==> src/rtl/lock_supervisor.sv <==
// lock_supervisor: lockout after repeated wrong entries, door-ajar flag, key-strobe gating.
// Define LOCK_ALARM_EN to escalate a repeat lockout into an ALARM state cleared by SET.
module lock_supervisor #(
    parameter int unsigned MAX_WRONG      = 3,
    parameter logic [31:0] LOCKOUT_CYCLES = 32'd250_000_000,
    parameter logic [31:0] OPEN_TIMEOUT   = 32'd500_000_000
) (
    input  logic       clk,
    input  logic       reset_1,
    input  logic       key_valid_in,
    input  logic [3:0] count_Wrong,
    input  logic       OPEN,
    input  logic       SET,
    output logic       key_valid_out,
    output logic       lockout,
    output logic       alarm,
    output logic       door_ajar,
    output logic [2:0] strikes
);

    typedef enum logic [3:0] {
        ARMED   = 4'b0001,
        LOCKOUT = 4'b0010,
        OPENED  = 4'b0100,
        ALARM   = 4'b1000
    } state_t;

    localparam int unsigned IA = 0;
    localparam int unsigned IL = 1;
    localparam int unsigned IO = 2;
    localparam logic [3:0]  MW = 4'(MAX_WRONG);

    state_t      state_q;
    logic [31:0] timer_q;
    logic [3:0]  cw_q;
    logic        open_q;
    logic        gate_q;
    logic        wrong_evt;
    logic        open_rise;
    logic        hit;
    logic        to_block;
    logic        to_free;
    logic        gate_d;

`ifdef LOCK_ALARM_EN
    localparam int unsigned IX = 3;
    logic [1:0] lock_cnt_q;
`else
    logic unused_set;
    assign unused_set = SET;
    assign alarm      = 1'b0;
`endif

    assign key_valid_out = key_valid_in & gate_q;

    always_comb begin
        wrong_evt = (count_Wrong != cw_q) && (count_Wrong != 4'd0);
        open_rise = OPEN && !open_q;
        hit       = ({1'b0, strikes} + 4'd1) >= MW;
        to_block  = state_q[IA] && !open_rise && wrong_evt && hit;
        to_free   = state_q[IL] && (timer_q == 32'd0);
`ifdef LOCK_ALARM_EN
        to_free   = to_free || (state_q[IX] && SET);
`endif
        // Gate follows the state being entered so no strobe slips out
        // during the first blocked cycle.
        if (to_block) begin
            gate_d = 1'b0;
        end else if (to_free) begin
            gate_d = 1'b1;
        end else begin
            gate_d = state_q[IA] | state_q[IO];
        end
    end

    always_ff @(posedge clk or negedge reset_1) begin
        if (!reset_1) begin
            state_q    <= ARMED;
            timer_q    <= '0;
            cw_q       <= '0;
            open_q     <= 1'b0;
            gate_q     <= 1'b1;
            strikes    <= '0;
            lockout    <= 1'b0;
            door_ajar  <= 1'b0;
`ifdef LOCK_ALARM_EN
            lock_cnt_q <= '0;
            alarm      <= 1'b0;
`endif
        end else begin
            cw_q   <= count_Wrong;
            open_q <= OPEN;
            if (!key_valid_in) begin
                gate_q <= gate_d;
            end
            unique case (1'b1)
                state_q[IA]: begin
                    if (open_rise) begin
                        state_q    <= OPENED;
                        timer_q    <= OPEN_TIMEOUT - 32'd1;
                        strikes    <= '0;
`ifdef LOCK_ALARM_EN
                        lock_cnt_q <= '0;
`endif
                    end else if (wrong_evt) begin
                        strikes <= (strikes == 3'd7) ? 3'd7 : strikes + 3'd1;
                        if (hit) begin
`ifdef LOCK_ALARM_EN
                            if (lock_cnt_q != 2'd0) begin
                                state_q <= ALARM;
                                alarm   <= 1'b1;
                            end else begin
                                state_q <= LOCKOUT;
                                timer_q <= LOCKOUT_CYCLES - 32'd1;
                                lockout <= 1'b1;
                            end
                            if (lock_cnt_q != 2'd3) begin
                                lock_cnt_q <= lock_cnt_q + 2'd1;
                            end
`else
                            state_q <= LOCKOUT;
                            timer_q <= LOCKOUT_CYCLES - 32'd1;
                            lockout <= 1'b1;
`endif
                        end
                    end
                end
                state_q[IL]: begin
                    if (timer_q == 32'd0) begin
                        state_q <= ARMED;
                        lockout <= 1'b0;
                        strikes <= '0;
                    end else begin
                        timer_q <= timer_q - 32'd1;
                    end
                end
                state_q[IO]: begin
                    if (!OPEN) begin
                        state_q   <= ARMED;
                        door_ajar <= 1'b0;
                    end else if (timer_q == 32'd0) begin
                        door_ajar <= 1'b1;
                    end else begin
                        timer_q <= timer_q - 32'd1;
                    end
                end
`ifdef LOCK_ALARM_EN
                state_q[IX]: begin
                    if (SET) begin
                        state_q    <= ARMED;
                        alarm      <= 1'b0;
                        strikes    <= '0;
                        lock_cnt_q <= '0;
                    end
                end
`endif
                default: begin
                    state_q <= ARMED;
                end
            endcase
        end
    end

endmodule

==> config.mk <==
export PLATFORM = sky130hd
export DESIGN_NAME = lock_supervisor
export DESIGN_NICKNAME = d
export VERILOG_FILES = /design/src/rtl/lock_supervisor.sv
export SDC_FILE = /design/constraint.sdc
export NUM_CORES = 1
export LEC_CHECK = 0
export ABC_AREA = 1
export BUFFER_PORTS_ARGS = -buffer_cell sky130_fd_sc_hd__clkbuf_2
export CAP_MARGIN = 30
export CORE_MARGIN = 2
export CORE_UTILIZATION = 40
export CTS_BUF_LIST = sky130_fd_sc_hd__clkbuf_2
export DETAILED_ROUTE_END_ITERATION = 7
export PLACE_DENSITY = 0.58
export SYNTH_ARGS = -nofsm -noshare
export SYNTH_HDL_FRONTEND = slang
export SYNTH_SLANG_ARGS = --single-unit
export TNS_END_PERCENT = 10
==> constraint.sdc <==
create_clock -name clk -period 1.7 [get_ports clk]
set_input_delay 0.085 -clock clk [delete_from_list [all_inputs] [get_ports clk]]
set_output_delay 0.085 -clock clk [all_outputs]
set_load 0.02 [all_outputs]
==> flow_metrics.py, run 1 <==
metrics = {
    "clock_network": {
        "clk_latency_ns": 0.43,
        "cts_tree": "built",
        "clockBufferDepth": 2,
        "clock-sinks": 46,
        "htree_levels": 2,
        "path_clk_slew_ns": 0.26,
        "cts-buffers-inserted": 5,
        "root_buffer": "clkbuf_2",
    },
    "floorplanning": {
        "initial_utilization_pct": 40.71,
        "core_sq_um": 7607,
        "rows": 32,
        "fp.dieH_um": 91.99,
        "die_area_sq_um": 8461,
        "ios": 16,
        "die_x_um": 91.99,
    },
    "yosys": {
        "synthCells": 470,
        "syn_nets": 485,
        "synth_edf_count": 0,
        "synth_area_leaders": "dfrtp_1 (36%), nand2_1 (22%), nor2_1 (9.3%), inv_1 (4.5%), nand3_1 (4.2%)",
        "yosysSeqAreaShare_pct": 37.25,
        "ys_types": 33,
        "async_reset_ff_share_pct": 100.0,
        "synth_ff_type": "dfrtp_1",
        "yosys-top-cells-count": "nand2_1 (182), nor2_1 (77), dfrtp_1 (44), inv_1 (37), nand3_1 (26)",
        "synth_seq_cells": 46,
        "synth-warning-count": 0,
        "synth.largest_area_cell": "dfrtp_1",
        "mappedNetlistArea_sq_um": 3097,
        "synth.most_common_cell": "nand2_1",
        "synth.avg_cell_area_sq_um": 6.589,
        "synth_top_area_share_pct": 35.56,
    },
    "worst_setup_path": {
        "r2r_end": "timer_q[2]",
        "endpoint": "timer_q[2]",
        "critPathKind": "flop to flop",
        "path_buf_inv": 4,
        "slowest_delay_ns": 0.44,
        "critPathTopFamily": "flip-flops",
        "crit_chain": "ha_4 > inv_2 > ha_4 > nor2_2 > nand2_1 > inv_2 > a21oi_4 > nand3_4 > buf_12 > clkbuf_16 > nand2_1 > o21ai_1",
        "cp_slowest_cell": "dfrtp_2",
        "r2r_cells": 12,
        "crit_path_max_fanout": 7,
        "crit_path_start": "strikes[0]",
        "rrSetupSlack_ns": -0.12,
        "cp.required_ns": 2.05,
        "cp-end-kind": "flop",
        "crit_cells": 12,
        "arrival_ns": 2.17,
        "timing.rr.start": "strikes[0]",
        "critPathLaunchType": "flop",
    },
    "finish": {
        "syn_to_final_growth_pct": 35.35,
        "nets": 562,
        "finalNonFillerCells": 650,
        "layout-drive-gt1-share_pct": 30.47,
        "antennaDiodeCount": 0,
        "fillCellCount": 742,
    },
    "power": {
        "comb_power_share_pct": 64.7,
        "seqPwrFrac_pct": 25.0,
        "ir_drop_v": 0.001171,
        "power.net_switching_mw": 3.509,
        "power_density_nw_per_um2": 1794,
        "p_leak_nw": 2.115,
        "p_int_mw": 4.010,
        "switching_share_pct": 46.67,
        "clkPwrFrac_pct": 10.3,
    },
    "hold_path": {
        "hp-class": "primary input to async pin",
    },
    "outcome": {
        "violations": "setup timing",
        "status": "finished with violations",
    },
    "routing": {
        "wl_per_cell_um": 13.61,
        "num_vias": 3182,
        "drt_drc_violations_left": 0,
        "vias_per_cell": 4.895,
        "drt_pre_antenna_iters": 4,
        "drt_wl_total_um": 8845,
        "drt-initial-drc-count": 187,
        "drtAntennaViolNets": 0,
    },
    "timing": {
        "setup_ws_ns": -0.1234,
        "slew-limit-headroom_pct": 64.89,
        "worstMarginPinSlew_ns": 0.5266,
        "slew_viol_final": 0,
        "finClkSkew_ns": 0.01681,
        "finalSetupViolations": 32,
        "rsz0062_at_grt": "true",
        "fmax_ghz": 0.5484,
        "worst_hold_slack_ns": 0.1060,
        "hold_viol": 0,
        "period_share_pct": 107.3,
        "period_minus_slack_ns": 1.823,
    },
    "place": {
        "dpl.hpwl_um": 6180,
        "pre_cts_ws_ns": -0.09682,
        "dp.cells": 623,
        "port_buffers": 13,
        "routabilityCongestion": 0.9615,
    },
    "global_route": {
        "grt_start_max_net_pins": 31,
        "antenna_found_initial": 0,
        "grt_pass1_wl_um": 14400,
        "overflow": 0,
        "grt_pass1_vias": 3025,
        "grt_use_total_pct": 21.43,
    },
    "flow_run": {
        "cap_violations": 0,
    },
}
[placed cells by master (no fill, tap or decap), types with 2 or more instances in the layout]
cell           instances
nor2_1                64
dlygate4sd3_1          7
dfrtp_1               39
ha_1                   3
buf_12                 6
nand2_1              156
nand4_1                8
nand2_4                5
nand2_2               26
dfstp_2                2
dfrtp_2                5
xor2_1                 8
nor2_4                 7
nand3_2                3
o21ai_2                6
o22ai_1                2
nand3b_1               2
or2_2                  5
ha_4                   3
o21ai_1                6
inv_1                 33
buf_4                 52
bufinv_16              2
nor2_2                14
clkbuf_16              3
o21ai_0               15
clkbuf_2              18
nand3_1               23
inv_2                  6
a21oi_1                7
[area by class of cell]
| type | count | area, sq um | area share [%] |
|---|---|---|---|
| sequential | 46 | 1160 | 27.67 |
| clock buffer | 5 | 25.02 | 0.5970 |
| clock inverter | 3 | 63.81 | 1.522 |
| timing repair buffer | 81 | 720.7 | 17.19 |
| multi-input combinational | 373 | 1932 | 46.09 |
| inverter | 40 | 162.7 | 3.881 |
| tap | 102 | 127.6 | 3.045 |
[registers in the layout, summed over array words and instances, names as in the netlist]
signal	flops
cw_q	4
strikes	3
door_ajar	1
open_q	1
timer_q	32
gate_q	1
lockout	1
state_q	3
[timing repair]
item,in CTS,in global routing
endpoints found under the hold margin,52,0
setup buffers,3,6
hold buffers,7,0
resized for setup,13,70
pin swaps,3,21
cloned,0,3
setup endpoints to repair,36,38
[worst min-delay path by stage]
stage	to	slack (ns)	depth (start not counted)	startpoint
floorplan	cw_q[0]	-0.21	0	reset_1
global placement	timer_q[19]	0.08	1	reset_1
detailed placement	timer_q[19]	0.09	1	reset_1
CTS	timer_q[19]	0.12	2	reset_1
global route	timer_q[19]	0.12	2	reset_1
finish	timer_q[19]	0.11	2	reset_1
[per-stage QoR]
stage                     cell area (sq um)  setup TNS [ns]  power [mW]  util, %
after floorplan                        3119               0       4.354        -
after CTS                              3822         -0.6130       6.498    50.25
after global routing                   4192          -7.253       8.165    55.10
final                                  4192          -2.771       7.519    55.10
after global placement                 3601         -0.6468       5.531    47.34
after detailed placement               3601          -1.678       5.572    47.34
[layer usage]
| metal | vias up | routed length [um] | part of all wire, % | track usage, % |
|---|---|---|---|---|
| met5 | - | 0 | 0 | 0 |
| li1 | 1619 | - | - | - |
| met3 | 16 | 347 | 3.9 | 3.122 |
| met4 | 0 | 148 | 1.7 | 4.478 |
| met2 | 67 | 4370 | 49 | 37.07 |
| met1 | 1480 | 3979 | 45 | 28.59 |
[power groups by stage]
stage	combinational, mW	clock [mW]	sequential (mW)
floorplan	2.47	0	1.88
global placement	3.71	0	1.82
detailed placement	3.74	0	1.83
CTS	3.89	0.797	1.81
global route	5.40	0.834	1.93
finish	4.87	0.772	1.88
[cells by family after synthesis]
kind of cell / count (synthesis) / synth area share (%)
other: 1 / 0.1211
adders and majority gates: 6 / 2.424
xor gates and xnor gates: 9 / 2.546
AOI/OAI and AO/OA: 39 / 6.990
buffers and inverters: 51 / 7.555
and+or+nand+nor: 318 / 43.11
DFF: 46 / 37.25
Note: power is estimated with default switching activity, not from simulation.
==> inputs of run 2 (changes only) <==
--- a/config.mk
+++ b/config.mk
@@ -9,10 +9,12 @@
 export BUFFER_PORTS_ARGS = -buffer_cell sky130_fd_sc_hd__clkbuf_2
 export CAP_MARGIN = 30
 export CORE_MARGIN = 2
-export CORE_UTILIZATION = 40
+export CORE_UTILIZATION = 45
 export CTS_BUF_LIST = sky130_fd_sc_hd__clkbuf_2
+export CTS_CLUSTER_DIAMETER = 100
 export DETAILED_ROUTE_END_ITERATION = 7
-export PLACE_DENSITY = 0.58
+export PLACE_DENSITY = 0.64
+export REMOVE_ABC_BUFFERS = 1
 export SYNTH_ARGS = -nofsm -noshare
 export SYNTH_HDL_FRONTEND = slang
 export SYNTH_SLANG_ARGS = --single-unit
==> run 2 against run 1 <==
The run still ends with setup timing left; global-route usage is 2.9 points higher; register-to-register slack worse by 0.04 ns; maximum frequency is 2.2% lower; sequential share of layout area is 0.71 points higher; cell area is 2.8% lower; critical path type unchanged; largest cell class unchanged; largest power group unchanged.
==> flow_metrics.py, run 2 (synthesized netlist as in run 1, its figures left out) <==
metrics = {
    "finish": {
        "mostFrequentLayoutCells": "nand2_1 (167), nor2_1 (63), buf_4 (59)",
        "syn_to_final_growth_pct": 31.56,
        "fin_util_pct": 60.63,
        "reg_top3": "timer_q: 32 flops, cw_q: 4 flops",
        "layout_commonest_cell": "nand2_1",
        "multi_input_area_sq_um": 1888,
        "largest_register": "timer_q",
        "layout-drive-gt1-share_pct": 29.60,
        "nets": 568,
        "antennaDiodeCount": 0,
        "largest_reg_flops": 32,
        "seq_area_sq_um": 1156,
        "design_area_sq_um": 4074,
        "fillCellCount": 601,
    },
    "timing": {
        "finClkSkew_ns": 0.03910,
        "fmax_ghz": 0.5365,
        "worstMarginPinSlew_ns": 0.5019,
        "rsz0062_at_grt": "true",
        "hold_viol": 0,
        "setup_ws_ns": -0.1639,
        "finalSetupViolations": 32,
        "period_share_pct": 109.6,
        "period_minus_slack_ns": 1.864,
        "slew_viol_final": 0,
        "slew-limit-headroom_pct": 66.54,
    },
    "worst_setup_path": {
        "arrival_ns": 2.21,
        "crit_path_max_fanout": 6,
        "r2r_cells": 12,
        "critPathLaunchType": "flop",
        "timing.rr.start": "strikes[0]",
        "cp-end-kind": "flop",
        "rrSetupSlack_ns": -0.16,
        "cp.required_ns": 2.05,
        "crit_path_start": "strikes[0]",
        "critPathKind": "flop to flop",
        "r2r_end": "timer_q[28]",
    },
    "floorplanning": {
        "die_area_sq_um": 7561,
        "fp.dieH_um": 86.96,
        "rows": 30,
        "ios": 16,
        "core_sq_um": 6719,
        "die_x_um": 86.96,
        "initial_utilization_pct": 46.09,
    },
    "outcome": {
        "violations": "setup timing",
        "status": "finished with violations",
    },
    "clock_network": {
        "cts_tree": "built",
        "root_buffer": "clkbuf_2",
        "clock-sinks": 46,
        "path_clk_slew_ns": 0.29,
        "htree_levels": 2,
        "clockBufferDepth": 2,
        "clk_latency_ns": 0.45,
        "cts-buffers-inserted": 5,
    },
    "power": {
        "ir_drop_v": 0.001066,
        "comb_power_share_pct": 66.4,
        "p_leak_nw": 2.085,
        "clkPwrFrac_pct": 7.4,
        "p_int_mw": 3.516,
        "switching_share_pct": 49.96,
        "power_density_nw_per_um2": 1725,
        "power.net_switching_mw": 3.510,
        "seqPwrFrac_pct": 26.1,
    },
    "routing": {
        "wl_per_cell_um": 13.62,
        "drt_pre_antenna_iters": 4,
        "drt_drc_violations_left": 0,
        "drtAntennaViolNets": 0,
        "num_vias": 3242,
        "vias_per_cell": 5.114,
        "drt_wl_total_um": 8638,
        "drt-initial-drc-count": 147,
    },
    "place": {
        "pre_cts_ws_ns": -0.1112,
        "dpl.hpwl_um": 5993,
        "routabilityCongestion": 0.9066,
        "postPlaceCellArea_sq_um": 3571,
        "port_buffers": 13,
    },
    "global_route": {
        "antenna_found_initial": 0,
        "grt_pass1_wl_um": 14500,
        "grt_start_max_net_pins": 30,
        "grt_pass1_vias": 3131,
        "grt_use_total_pct": 24.36,
        "overflow": 0,
    },
    "flow_run": {
        "cap_violations": 0,
    },
    "hold_path": {
        "hp-class": "primary input to async pin",
    },
}
## run 2: changes by cell type in the layout (fill, tap and decap cells not counted), sizes merged
cell | previous run | this run
buf | 58 | 64
clkbuf | 21 | 18
inv | 40 | 42
bufinv | 2 | 0
clkinv | 1 | 4
## run 2: how the worst max path moves through the flow
stage	end	slack, ns
global placement	timer_q[17]	-0.05
global route	timer_q[21]	-0.24
detailed placement	timer_q[16]	-0.11
CTS	timer_q[26]	-0.16
finish	timer_q[28]	-0.16
floorplan	timer_q[16]	-0.43
## run 2: metrics by stage
step	std cells	total power, mW	hold WS [ns]	TNS [ns]
global placement	601	5.435	0.07908	-1.112
detailed placement	601	5.504	0.08058	-3.014
finish	634	7.026	0.07031	-3.842
global route	634	7.667	0.08132	-6.858
floorplan	459	4.110	-0.2106	-11.66
CTS	627	6.638	0.07217	-4.158
## run 2: repair_timing
| item | in CTS | in global routing |
|---|---|---|
| gates resized for setup | 26 | 53 |
| hold endpoints to repair | 52 | 0 |
| buffers inserted | 7 | 8 |
| setup endpoints to repair | 38 | 40 |
| pin swaps | 5 | 19 |
| cloned | 4 | 1 |
| hold buffers | 7 | 0 |
## run 2: worst max-delay path, cell delays in order (launching register included)
cell,delay [ns]
dfrtp_1,0.46
ha_2,0.20
inv_2,0.07
ha_4,0.20
nor2_2,0.07
nand2_1,0.07
inv_2,0.08
a21oi_4,0.07
nand3_4,0.17
buf_12,0.19
clkinv_8,0.08
nand2_1,0.07
nand2_1,0.05
## run 2: layer usage
| metal | GRT usage [%] | up-vias | share of wire [%] |
|---|---|---|---|
| met5 | 0 | - | 0 |
| met4 | 9.943 | 0 | 2.5 |
| met3 | 3.318 | 22 | 3.7 |
| met2 | 39.83 | 70 | 48 |
| met1 | 32.42 | 1501 | 46 |
| li1 | - | 1649 | - |
## run 2: power groups by stage
stage	sequential, mW	clock (mW)	combinational (mW)
after global placement	1.81	0	3.63
after floorplan	1.87	0	2.24
after CTS	1.79	0.539	4.31
after detailed placement	1.82	0	3.69
final	1.84	0.522	4.67
after global routing	1.89	0.581	5.20
## run 2: layout make-up
type / count / share of cell area, %
clock inverter: 3 / 0.5528
multi-input combinational: 373 / 46.35
tap: 80 / 2.457
timing repair inverter: 3 / 1.014
sequential: 46 / 28.38
clock buffer: 5 / 0.6143
timing repair buffer: 84 / 16.65
inverter: 40 / 3.993
==> inputs of run 3 (changes only) <==
--- a/config.mk
+++ b/config.mk
@@ -14,6 +14,7 @@
 export CTS_CLUSTER_DIAMETER = 100
 export DETAILED_ROUTE_END_ITERATION = 7
 export PLACE_DENSITY = 0.64
+export RECOVER_POWER = 50
 export REMOVE_ABC_BUFFERS = 1
 export SYNTH_ARGS = -nofsm -noshare
 export SYNTH_HDL_FRONTEND = slang
==> run 3 against run 2 <==
The run still ends with setup timing left; power is essentially flat; first-iteration DRC count grew 20%; combinational power is essentially flat; die area is the same; flip-flop and latch count is the same; worst setup slack lost 0.00093 ns; via count grew 0.74%; global-route usage is the same; final cell count is the same; maximum frequency is essentially flat; routed wire length grew 0.17%; critical path type unchanged; critical endpoint is now timer_q[20]; largest power group unchanged.
==> flow_metrics.py, run 3 (synthesized netlist as in run 1, its figures left out) <==
metrics = {
    "floorplanning": {
        "die_area_sq_um": 7561,
        "core_sq_um": 6719,
        "initial_utilization_pct": 46.09,
        "die_x_um": 86.96,
        "ios": 16,
        "fp.dieH_um": 86.96,
        "rows": 30,
    },
    "finish": {
        "nets": 568,
        "reg_top3": "timer_q: 32 flops, cw_q: 4 flops",
        "largest_reg_flops": 32,
        "largest_register": "timer_q",
        "antennaDiodeCount": 0,
        "syn_to_final_growth_pct": 30.91,
        "layout_commonest_cell": "nand2_1",
        "fin_util_pct": 60.34,
        "mostFrequentLayoutCells": "nand2_1 (167), nor2_1 (63), buf_4 (59)",
        "layout-drive-gt1-share_pct": 28.52,
    },
    "global_route": {
        "grt_start_max_net_pins": 30,
        "overflow": 0,
        "grt_pass1_vias": 3131,
        "antenna_found_initial": 0,
        "grt_pass1_wl_um": 14500,
        "grt_use_total_pct": 24.36,
    },
    "power": {
        "seqPwrFrac_pct": 26.2,
        "p_leak_nw": 2.062,
        "power_density_nw_per_um2": 1733,
        "p_int_mw": 3.511,
        "ir_drop_v": 0.001070,
        "power.net_switching_mw": 3.513,
        "clkPwrFrac_pct": 7.4,
        "comb_power_share_pct": 66.4,
        "switching_share_pct": 50.01,
    },
    "worst_setup_path": {
        "cp.required_ns": 2.05,
        "arrival_ns": 2.22,
        "critPathKind": "flop to flop",
        "crit_path_max_fanout": 6,
        "path_buf_inv": 4,
        "cp_common_cell": "nand2_1",
        "cp_slowest_cell": "dfrtp_1",
        "slowest_delay_ns": 0.46,
        "cp-end-kind": "flop",
        "crit_chain": "ha_2 > inv_2 > ha_4 > nor2_2 > nand2_1 > inv_2 > a21oi_4 > nand3_4 > buf_12 > clkinv_8 > nand2_1 > nand2_1",
        "critPathLaunchType": "flop",
        "critPathTopFamily": "flip-flops",
    },
    "timing": {
        "slew_viol_final": 0,
        "period_share_pct": 109.7,
        "rsz0062_at_grt": "true",
        "finalSetupViolations": 32,
        "hold_viol": 0,
        "fmax_ghz": 0.5362,
        "setup_ws_ns": -0.1649,
        "slew-limit-headroom_pct": 32.68,
        "finClkSkew_ns": 0.04105,
        "worstMarginPinSlew_ns": 1.010,
        "period_minus_slack_ns": 1.865,
    },
    "clock_network": {
        "clockBufferDepth": 2,
        "path_clk_slew_ns": 0.29,
        "htree_levels": 2,
        "cts_tree": "built",
        "clk_latency_ns": 0.46,
        "cts-buffers-inserted": 5,
        "root_buffer": "clkbuf_2",
        "clock-sinks": 46,
    },
    "place": {
        "pre_cts_ws_ns": -0.1112,
        "dpl.hpwl_um": 5993,
        "port_buffers": 13,
        "routabilityCongestion": 0.9066,
    },
    "routing": {
        "drt_wl_total_um": 8653,
        "num_vias": 3266,
        "vias_per_cell": 5.151,
        "drt-initial-drc-count": 176,
        "drt_drc_violations_left": 0,
        "wl_per_cell_um": 13.65,
        "drt_pre_antenna_iters": 5,
        "drtAntennaViolNets": 0,
    },
    "outcome": {
        "violations": "setup timing",
        "status": "finished with violations",
    },
    "hold_path": {
        "hp-class": "primary input to async pin",
    },
    "flow_run": {
        "cap_violations": 0,
    },
}
run 3: cell count changes in the layout (fill, tap and decap cells not counted):
cell	delta
buf_12	-1
clkbuf_1	+6
clkbuf_2	-6
clkbuf_4	+1
run 3: area by class of cell:
| type | count | area (sq um) |
|---|---|---|
| Fill cell | 604 | 2665 |
| Multi-Input combinational cell | 373 | 1888 |
| Sequential cell | 46 | 1156 |
| Timing Repair Buffer | 84 | 658.1 |
| Inverter | 40 | 162.7 |
| Tap cell | 80 | 100.1 |
| Timing Repair inverter | 3 | 41.29 |
| Clock buffer | 5 | 25.02 |
| Clock inverter | 3 | 22.52 |
run 3: worst paths after layout:
path                                start          end  slack (ns)  depth (start not counted)
setup / recovery               strikes[0]  timer_q[20]       -0.16                         12
hold / removal                    reset_1   strikes[1]        0.26                          2
hold reg to reg                    gate_q       gate_q        0.50                          2
setup reg to reg               strikes[0]  timer_q[20]       -0.16                         12
min in group clk           count_Wrong[2]      cw_q[2]        0.29                          2
max in group asynchronous         reset_1       gate_q        0.36                          3
run 3: what timing repair did:
action	4_1_cts	5_1_grt
endpoints found under the hold margin	52	0
gates cloned	4	1
endpoints found under the setup margin	38	40
pin swaps	5	19
resized for setup	26	53
setup buffers	7	8
hold buffers	7	0
run 3: power groups by stage:
stage	Clock (mW)	Sequential (mW)	Combinational (mW)
2_1_floorplan	0	1.87	2.24
3_3_place_gp	0	1.81	3.63
3_5_place_dp	0	1.82	3.69
4_1_cts	0.539	1.79	4.31
5_1_grt	0.581	1.89	5.19
6_report	0.522	1.84	4.66
run 3: metal layers:
metal | vias up | wire length [um] | GRT usage, % | part of all wire (%)
met3 | 28 | 417 | 3.318 | 4.8
li1 | 1642 | - | - | -
met4 | 0 | 269 | 9.943 | 3.1
met2 | 101 | 4085 | 39.83 | 47
met1 | 1495 | 3881 | 32.42 | 45
met5 | - | 0 | 0 | 0
run 3: stage by stage:
stage                     instance area [sq um]  power, mW  hold WS, ns  TNS, ns  instances
after floorplan                            3013      4.110      -0.2106   -11.66        459
after global placement                     3571      5.435      0.07908   -1.112        601
after detailed placement                   3571      5.504      0.08058   -3.014        601
after CTS                                  3897      6.638      0.07217   -4.158        627
after global routing                       4054      7.661       0.2616   -6.858        634
final                                      4054      7.024       0.2569   -3.955        634
run 3: worst reg2reg max path, delay by kind of cell, from the launching register on:
family	cells	cell delay [ns]
compound gates	1	0.07
buf+inv	4	0.42
flops	1	0.46
fa+ha+maj	2	0.40
simple gates	5	0.44
